## config.mk

```make
export PLATFORM = sky130hd
export DESIGN_NAME = bcd_split_arbiter
export DESIGN_NICKNAME = d
export VERILOG_FILES = /design/src/rtl/bcd_split_arbiter_pkg.sv /design/src/rtl/bcd_split_arbiter_rr_arbiter.sv /design/src/rtl/bcd_split_arbiter.sv
export SDC_FILE = /design/constraint.sdc
export NUM_CORES = 1
export LEC_CHECK = 0
export CORE_MARGIN = 10
export CORE_UTILIZATION = 50
export CTS_BUF_LIST = sky130_fd_sc_hd__clkbuf_16
export DETAILED_ROUTE_END_ITERATION = 10
export GPL_ROUTABILITY_DRIVEN = 1
export PLACE_DENSITY = 0.92
export SYNTH_ARGS = -nofsm -noshare
export SYNTH_HDL_FRONTEND = slang
export SYNTH_HIERARCHICAL = 1
export SYNTH_SLANG_ARGS = --single-unit
```

## constraint.sdc

```tcl
create_clock -name clk -period 4.2 [get_ports clk]
set_clock_uncertainty 0.15 [all_clocks]
set_input_delay 0.42 -clock clk [delete_from_list [all_inputs] [get_ports clk]]
set_output_delay 0.42 -clock clk [all_outputs]
set_load 0.01 [all_outputs]
```

## src/rtl/bcd_split_arbiter_pkg.sv

```systemverilog
// Shared constants and state encoding for the BCD split arbiter.
// Both the top and the round-robin sub-module take their sizing from here.
package bcd_split_arbiter_pkg;

    localparam int NREQ_DEF = 4;
    localparam int VALW_DEF = 7;
    localparam int DIVISOR  = 10;
    localparam int MAX_VAL  = 99;
    localparam int REM_W    = 7;
    localparam int CNT_W    = 4;
    localparam int ID_W     = 2;

    typedef enum logic [1:0] {
        ST_IDLE = 2'd0,
        ST_SUB  = 2'd1,
        ST_DONE = 2'd2
    } state_e;

endpackage

```

## src/rtl/bcd_split_arbiter_rr_arbiter.sv

```systemverilog
// Round-robin grant: scans req starting at ptr and returns the first hit
// as a one-hot grant plus its index.
module rr_arbiter
    import bcd_split_arbiter_pkg::*;
#(
    parameter int NREQ = NREQ_DEF
) (
    input  logic [NREQ-1:0] req_i,
    input  logic [ID_W-1:0] ptr_i,
    output logic [NREQ-1:0] grant_o,
    output logic [ID_W-1:0] idx_o,
    output logic            valid_o
);

    logic found;

    always_comb begin
        grant_o = '0;
        idx_o   = '0;
        found   = 1'b0;
        for (int k = 0; k < NREQ; k++) begin
            if (!found && req_i[(int'(ptr_i) + k) % NREQ]) begin
                found                                   = 1'b1;
                idx_o                                   = ID_W'((int'(ptr_i) + k) % NREQ);
                grant_o[(int'(ptr_i) + k) % NREQ]       = 1'b1;
            end
        end
        valid_o = found;
    end

endmodule

```

## src/rtl/bcd_split_arbiter.sv

```systemverilog
// Shared binary-to-BCD (tens/ones) converter: one subtract-by-10 datapath
// time-shared among NREQ requesters via round-robin arbitration.
module bcd_split_arbiter
    import bcd_split_arbiter_pkg::*;
#(
    parameter int NREQ = NREQ_DEF,
    parameter int VALW = VALW_DEF
) (
    input  logic                 clk,
    input  logic                 rst_n,
    input  logic [NREQ-1:0]      req,
    input  logic [NREQ*VALW-1:0] val,
    output logic [NREQ-1:0]      ack,
    output logic [3:0]           tens,
    output logic [3:0]           ones,
    output logic [1:0]           res_id,
    output logic                 err,
    output logic                 busy
);

    state_e            state_q;
    logic [ID_W-1:0]   ptr_q;
    logic [ID_W-1:0]   id_q;
    logic [REM_W-1:0]  rem_q;
    logic [CNT_W-1:0]  cnt_q;
    logic              err_flag_q;
    logic [NREQ-1:0]   ack_q;
    logic [CNT_W-1:0]  tens_q;
    logic [3:0]        ones_q;
    logic [ID_W-1:0]   res_id_q;
    logic              err_q;

    logic [NREQ-1:0]   gnt_oh;
    logic [ID_W-1:0]   gnt_idx;
    logic              gnt_vld;
    logic [VALW-1:0]   val_sel;
    logic              clamp_d;
    logic [REM_W-1:0]  rem_d;
    logic [ID_W-1:0]   ptr_d;

    rr_arbiter #(.NREQ(NREQ)) u_rr_arbiter (
        .req_i   (req),
        .ptr_i   (ptr_q),
        .grant_o (gnt_oh),
        .idx_o   (gnt_idx),
        .valid_o (gnt_vld)
    );

    always_comb begin
        val_sel = '0;
        for (int i = 0; i < NREQ; i++) begin
            if (gnt_oh[i]) val_sel = val[i*VALW +: VALW];
        end
        clamp_d = (val_sel > VALW'(MAX_VAL));
        rem_d   = clamp_d ? REM_W'(MAX_VAL) : REM_W'(val_sel);
        ptr_d   = (gnt_idx == ID_W'(NREQ - 1)) ? '0 : gnt_idx + ID_W'(1);
    end

    always_ff @(posedge clk or negedge rst_n) begin
        if (!rst_n) begin
            state_q    <= ST_IDLE;
            ptr_q      <= '0;
            id_q       <= '0;
            rem_q      <= '0;
            cnt_q      <= '0;
            err_flag_q <= 1'b0;
            ack_q      <= '0;
            tens_q     <= '0;
            ones_q     <= '0;
            res_id_q   <= '0;
            err_q      <= 1'b0;
        end else begin
            case (state_q)
                ST_IDLE: begin
                    if (gnt_vld) begin
                        state_q    <= ST_SUB;
                        id_q       <= gnt_idx;
                        ptr_q      <= ptr_d;
                        rem_q      <= rem_d;
                        cnt_q      <= '0;
                        err_flag_q <= clamp_d;
                    end
                end
                ST_SUB: begin
                    if (rem_q >= REM_W'(DIVISOR)) begin
                        rem_q <= rem_q - REM_W'(DIVISOR);
                        cnt_q <= cnt_q + CNT_W'(1);
                    end else begin
                        // Results land on this edge so they are visible during DONE.
                        state_q  <= ST_DONE;
                        ack_q    <= NREQ'(1) << id_q;
                        tens_q   <= cnt_q;
                        ones_q   <= rem_q[3:0];
                        res_id_q <= id_q;
                        err_q    <= err_flag_q;
                    end
                end
                ST_DONE: begin
                    state_q <= ST_IDLE;
                    ack_q   <= '0;
                    err_q   <= 1'b0;
                end
                default: begin
                    state_q <= ST_IDLE;
                    ack_q   <= '0;
                    err_q   <= 1'b0;
                end
            endcase
        end
    end

    assign ack    = ack_q;
    assign tens   = tens_q;
    assign ones   = ones_q;
    assign res_id = res_id_q;
    assign err    = err_q;
    assign busy   = (state_q != ST_IDLE);

endmodule

```

==> metrics.md <==
| Metric | Value |
|---|---|
| Master cell of the clock root buffer | `clkbuf_16` |
| Antenna diodes | `0` |
| Vertical die dimension | `between 80 and 90 µm` |
| Hold path cells | `2` |
| Remaining routing DRC violations | `0` |
| Starting density of the core | `0.524` |
| Detailed-route wire length | `5070 µm` |
| Most used flip-flop cell after synthesis | `dfrtp_1` |
| Area of the core region | `4090 µm²` |
| Post-Place Setup Slack | `roughly 0.19 ns` |
| Type of the worst setup path | `flip-flop to flip-flop` |
| Data arrival time of the worst path | `between 3 and 4 ns` |
| Area of all sequential standard cells | `a little over 800 µm²` |
| Ratio of routed vias to standard cells | `between 5 and 6` |
| Detailed-route wire length per cell | `15.8 µm` |
| Final #Nets | `313` |
| Number of antenna violations at the first check in global routing | `0` |
| Number of warnings issued by yosys | `6` |
| Setup repair after global routing missed its margin | `no` |
| Pwr/cell area | `~850 nW/µm²` |
| Die Wd | `~85 µm` |
| Setup slack of the most critical reg-to-reg path | `around 0.45 ns` |
| Area of the die | `~7300 µm²` |
| Global placer's final weighted congestion | `about 0.91` |
| Residual antenna-violating net count after detailed routing | `0` |
| Standard-cell rows | `23` |
| Total number of H-tree levels | `2` |
| Number of cells on the worst reg-to-reg path | `11` |
| Worst hold margin | `roughly 0.33 ns` |
| Final setup fails | `0` |
| Number of instances in the placed design | `roughly 310` |
| Overall fraction of global-route tracks in use | `0.142` |
| Startpoint of the most critical setup path | `ptr_q[1]$_DFFE_PN0P_` |
| Number of search-and-repair iterations in the first detailed-routing pass | `4` |
| VDD IR max | `0.401 mV` |
| Via Count | `roughly 1900` |
| FF+latch count, synth | `33` |
| Cell Area, Synth | `2140 µm²` |
| Max-slew violation count | `0` |
| Maximum net fanout on the critical path | `10` |
| Yosys cell types | `48` |
| Leakage dissipation | `1.17 nW` |
| Slew at the pin with the worst max-slew slack | `around 0.8 ns` |
| Total clock buffers created by CTS | `5` |
| Smallest setup slack after layout | `0.446 ns` |
| Final HPWL from detailed placement | `~4000 µm` |
| Tightest Hold Check Type | `flip-flop to flip-flop` |
| Nature of the critical path endpoint | `flip-flop` |
| Layout overhead on the synthesized area | `30.1%` |
| Sequential cell area fraction in the yosys report | `0.386` |
| 1st-iter DRT viols | `between 80 and 90` |
| Critical path data required time | `4.16 ns` |
| Post-layout total power | `roughly 2.4 mW` |
| Clock tree from TritonCTS | `built` |
| Final instance count without filler cells | `321` |
| Endpoints failing hold | `0` |
| Total nets after synthesis | `between 200 and 300` |
| Post-synth EDFFs | `0` |
| Max-slew headroom at the worst pin | `0.481` |
| Largest net degree at the start of global routing | `34` |
| Post-synthesis cell count | `224` |
| Number of buffers added for setup after CTS | `0` |
| Top Ports | `50` |
| Total overflow reported by the global router | `0` |
| Maximum buffer depth of the clock tree | `2` |
| Wire length of the first global-routing pass | `approximately 8600 µm` |
| Launch point of the worst reg-to-reg path | `ptr_q[1]$_DFFE_PN0P_` |
| Clock sink total | `33` |
| Area used by multi-input combinational logic | `between 1000 and 1500 µm²` |
| Post-Synthesis Mean Instance Area | `approximately 9.6 µm²` |
| Post-detailed-placement cell area | `2660 µm²` |
| Utilization of the core after routing | `0.682` |
| Fill count | `between 300 and 400` |
| Maximum frequency from static timing analysis | `approximately 0.27 GHz` |
| Clock-pin slew of the registers on the worst-case setup and hold paths | `about 0.05 ns` |
| RR Endpoint | `rem_q[0]$_DFFE_PN0P_` |
| Setup TNS Final | `0 ns` |
| Fraction of registers with async set/reset | `1.00` |
| Fin crit share | `0.894` |
| Worst setup path end | `rem_q[0]$_DFFE_PN0P_` |
| Run status | `completed` |
| Via count of the first global-routing pass | `~1800` |
| Crit start category | `flip-flop` |
| Total non-filler cell area in the finished layout | `2790 µm²` |
| Port-buffer cells | `49` |
| Latest clock arrival within the worst-skew pair | `0.27 ns` |
| Minimum period implied by the final worst setup slack | `about 3.8 ns` |
| Maximum Capacitance Violations | `0` |
| Layout cells sized above 1 | `0.0996` |
==> routing by layer <==
metal	wire length, µm	vias to the layer above	share of wire	GRT usage
met5	0	-	0	0
met4	93	0	0.018	0.0629
met3	510	6	0.10	0.0621
met2	2260	81	0.45	0.210
met1	2200	862	0.43	0.174
li1	-	914	-	-
==> placed cells by master (no fill, tap or decap), types with 2 or more instances in the layout <==
master,synthesis,final
ha_1,8,8
mux4_2,2,2
xor2_1,3,3
a32o_1,2,2
a22oi_1,11,11
clkdlybuf4s50_1,0,49
a31oi_1,2,2
buf_4,0,3
dfrtp_1,33,33
nand2b_1,7,7
nand4_1,2,2
o22ai_1,4,4
nor3_1,3,3
nand2_2,2,2
a21oi_1,19,19
inv_1,10,11
mux2_2,6,6
o31ai_1,3,3
o21ai_0,16,13
o211ai_1,2,2
nand3b_1,2,2
o21ai_1,0,3
nand4b_1,2,2
nor2_1,9,9
mux4_1,2,2
mux2i_1,2,2
clkbuf_16,0,5
mux2_4,3,3
nor2b_1,8,8
nand2_1,28,28
a221oi_1,3,3
==> critical path, stage by stage, from the launching register on <==
cell	delay, ns
dfrtp_1	0.53
inv_1	0.15
ha_1	0.38
mux4_2	0.43
nor4b_4	0.42
a22oi_1	0.12
o21ai_1	0.35
nor2b_1	0.20
a22oi_1	0.21
a21oi_1	0.12
o31ai_1	0.38
a31oi_1	0.15
==> registers in the layout, indices dropped and copies added, names as in the netlist <==
register,cells
ack,4
cnt_q,4
err,1
err_flag_q,1
id_q,2
ones,4
ptr_q,2
rem_q,7
res_id,2
state_q,2
tens,4
==> cell type report <==
| class | instances | share of cell area |
|---|---|---|
| Clock buffer | 5 | 0.0449 |
| Clock inverter | 2 | 0.00269 |
| Inverter | 10 | 0.0135 |
| Multi-Input combinational cell | 169 | 0.436 |
| Sequential cell | 33 | 0.296 |
| Tap cell | 50 | 0.0224 |
| Timing Repair Buffer | 52 | 0.184 |
==> synth_stat cells (2+ instances only) <==
| library cell | n | area share |
|---|---|---|
| buf_2 | 2 | 0.0047 |
| inv_1 | 10 | 0.018 |
| mux2_4 | 3 | 0.021 |
| nor2b_1 | 8 | 0.023 |
| ha_1 | 8 | 0.047 |
| clkbuf_1 | 8 | 0.014 |
| o22ai_1 | 4 | 0.012 |
| nand2_2 | 2 | 0.0058 |
| a22oi_1 | 11 | 0.039 |
| buf_6 | 2 | 0.011 |
| mux2i_1 | 2 | 0.0093 |
| mux4_2 | 2 | 0.021 |
| nand2_1 | 28 | 0.049 |
| nand4b_1 | 2 | 0.0082 |
| nand4_1 | 2 | 0.0058 |
| nor2_1 | 9 | 0.016 |
| dfrtp_1 | 33 | 0.39 |
| o211ai_1 | 2 | 0.0070 |
| a221oi_1 | 3 | 0.012 |
| a32o_1 | 2 | 0.0093 |
| o21ai_0 | 16 | 0.037 |
| a21oi_1 | 19 | 0.044 |
| nand3b_1 | 2 | 0.0070 |
| a31oi_1 | 2 | 0.0058 |
| o31ai_1 | 3 | 0.011 |
| nor3_1 | 3 | 0.0070 |
| nand2b_1 | 7 | 0.020 |
| mux2_2 | 6 | 0.032 |
| xor2_1 | 3 | 0.012 |
| mux4_1 | 2 | 0.025 |
==> repair_timing <==
item / in CTS / in global routing
resized for setup: 0 / 3
hold buffers: 0 / 0
setup endpoints to repair: 0 / 5
==> cell families after synthesis <==
| logic type | count (synthesis) | synth area share |
|---|---|---|
| and+or+nand+nor | 73 | 0.192 |
| AOI/OAI and AO/OA | 70 | 0.210 |
| DFF | 33 | 0.386 |
| buffers and inverters | 22 | 0.0467 |
| muxes | 15 | 0.107 |
| adders and majority gates | 8 | 0.0467 |
| xor gates and xnor gates | 3 | 0.0123 |
==> worst min-delay path by stage <==
stage	to	slack (ns)	from
6_report	tens[1]$_DFFE_PN0P_	0.33	tens[1]$_DFFE_PN0P_
5_1_grt	ones[1]$_DFFE_PN0P_	0.37	ones[1]$_DFFE_PN0P_
4_1_cts	ones[1]$_DFFE_PN0P_	0.34	ones[1]$_DFFE_PN0P_
3_5_place_dp	ones[1]$_DFFE_PN0P_	0.33	ones[1]$_DFFE_PN0P_
3_3_place_gp	tens[1]$_DFFE_PN0P_	0.31	tens[1]$_DFFE_PN0P_
2_1_floorplan	ack[0]$_DFFE_PN0P_	-0.03	rst_n
==> power breakdown <==
group | total [mW] | internal (mW) | switching (mW)
Combinational | 1.43 | 0.664 | 0.766
Clock | 0.328 | 0.211 | 0.117
Sequential | 0.613 | 0.471 | 0.142
Total | 2.37 | 1.35 | 1.03
No activity file was read; power rests on OpenSTA's default activity.
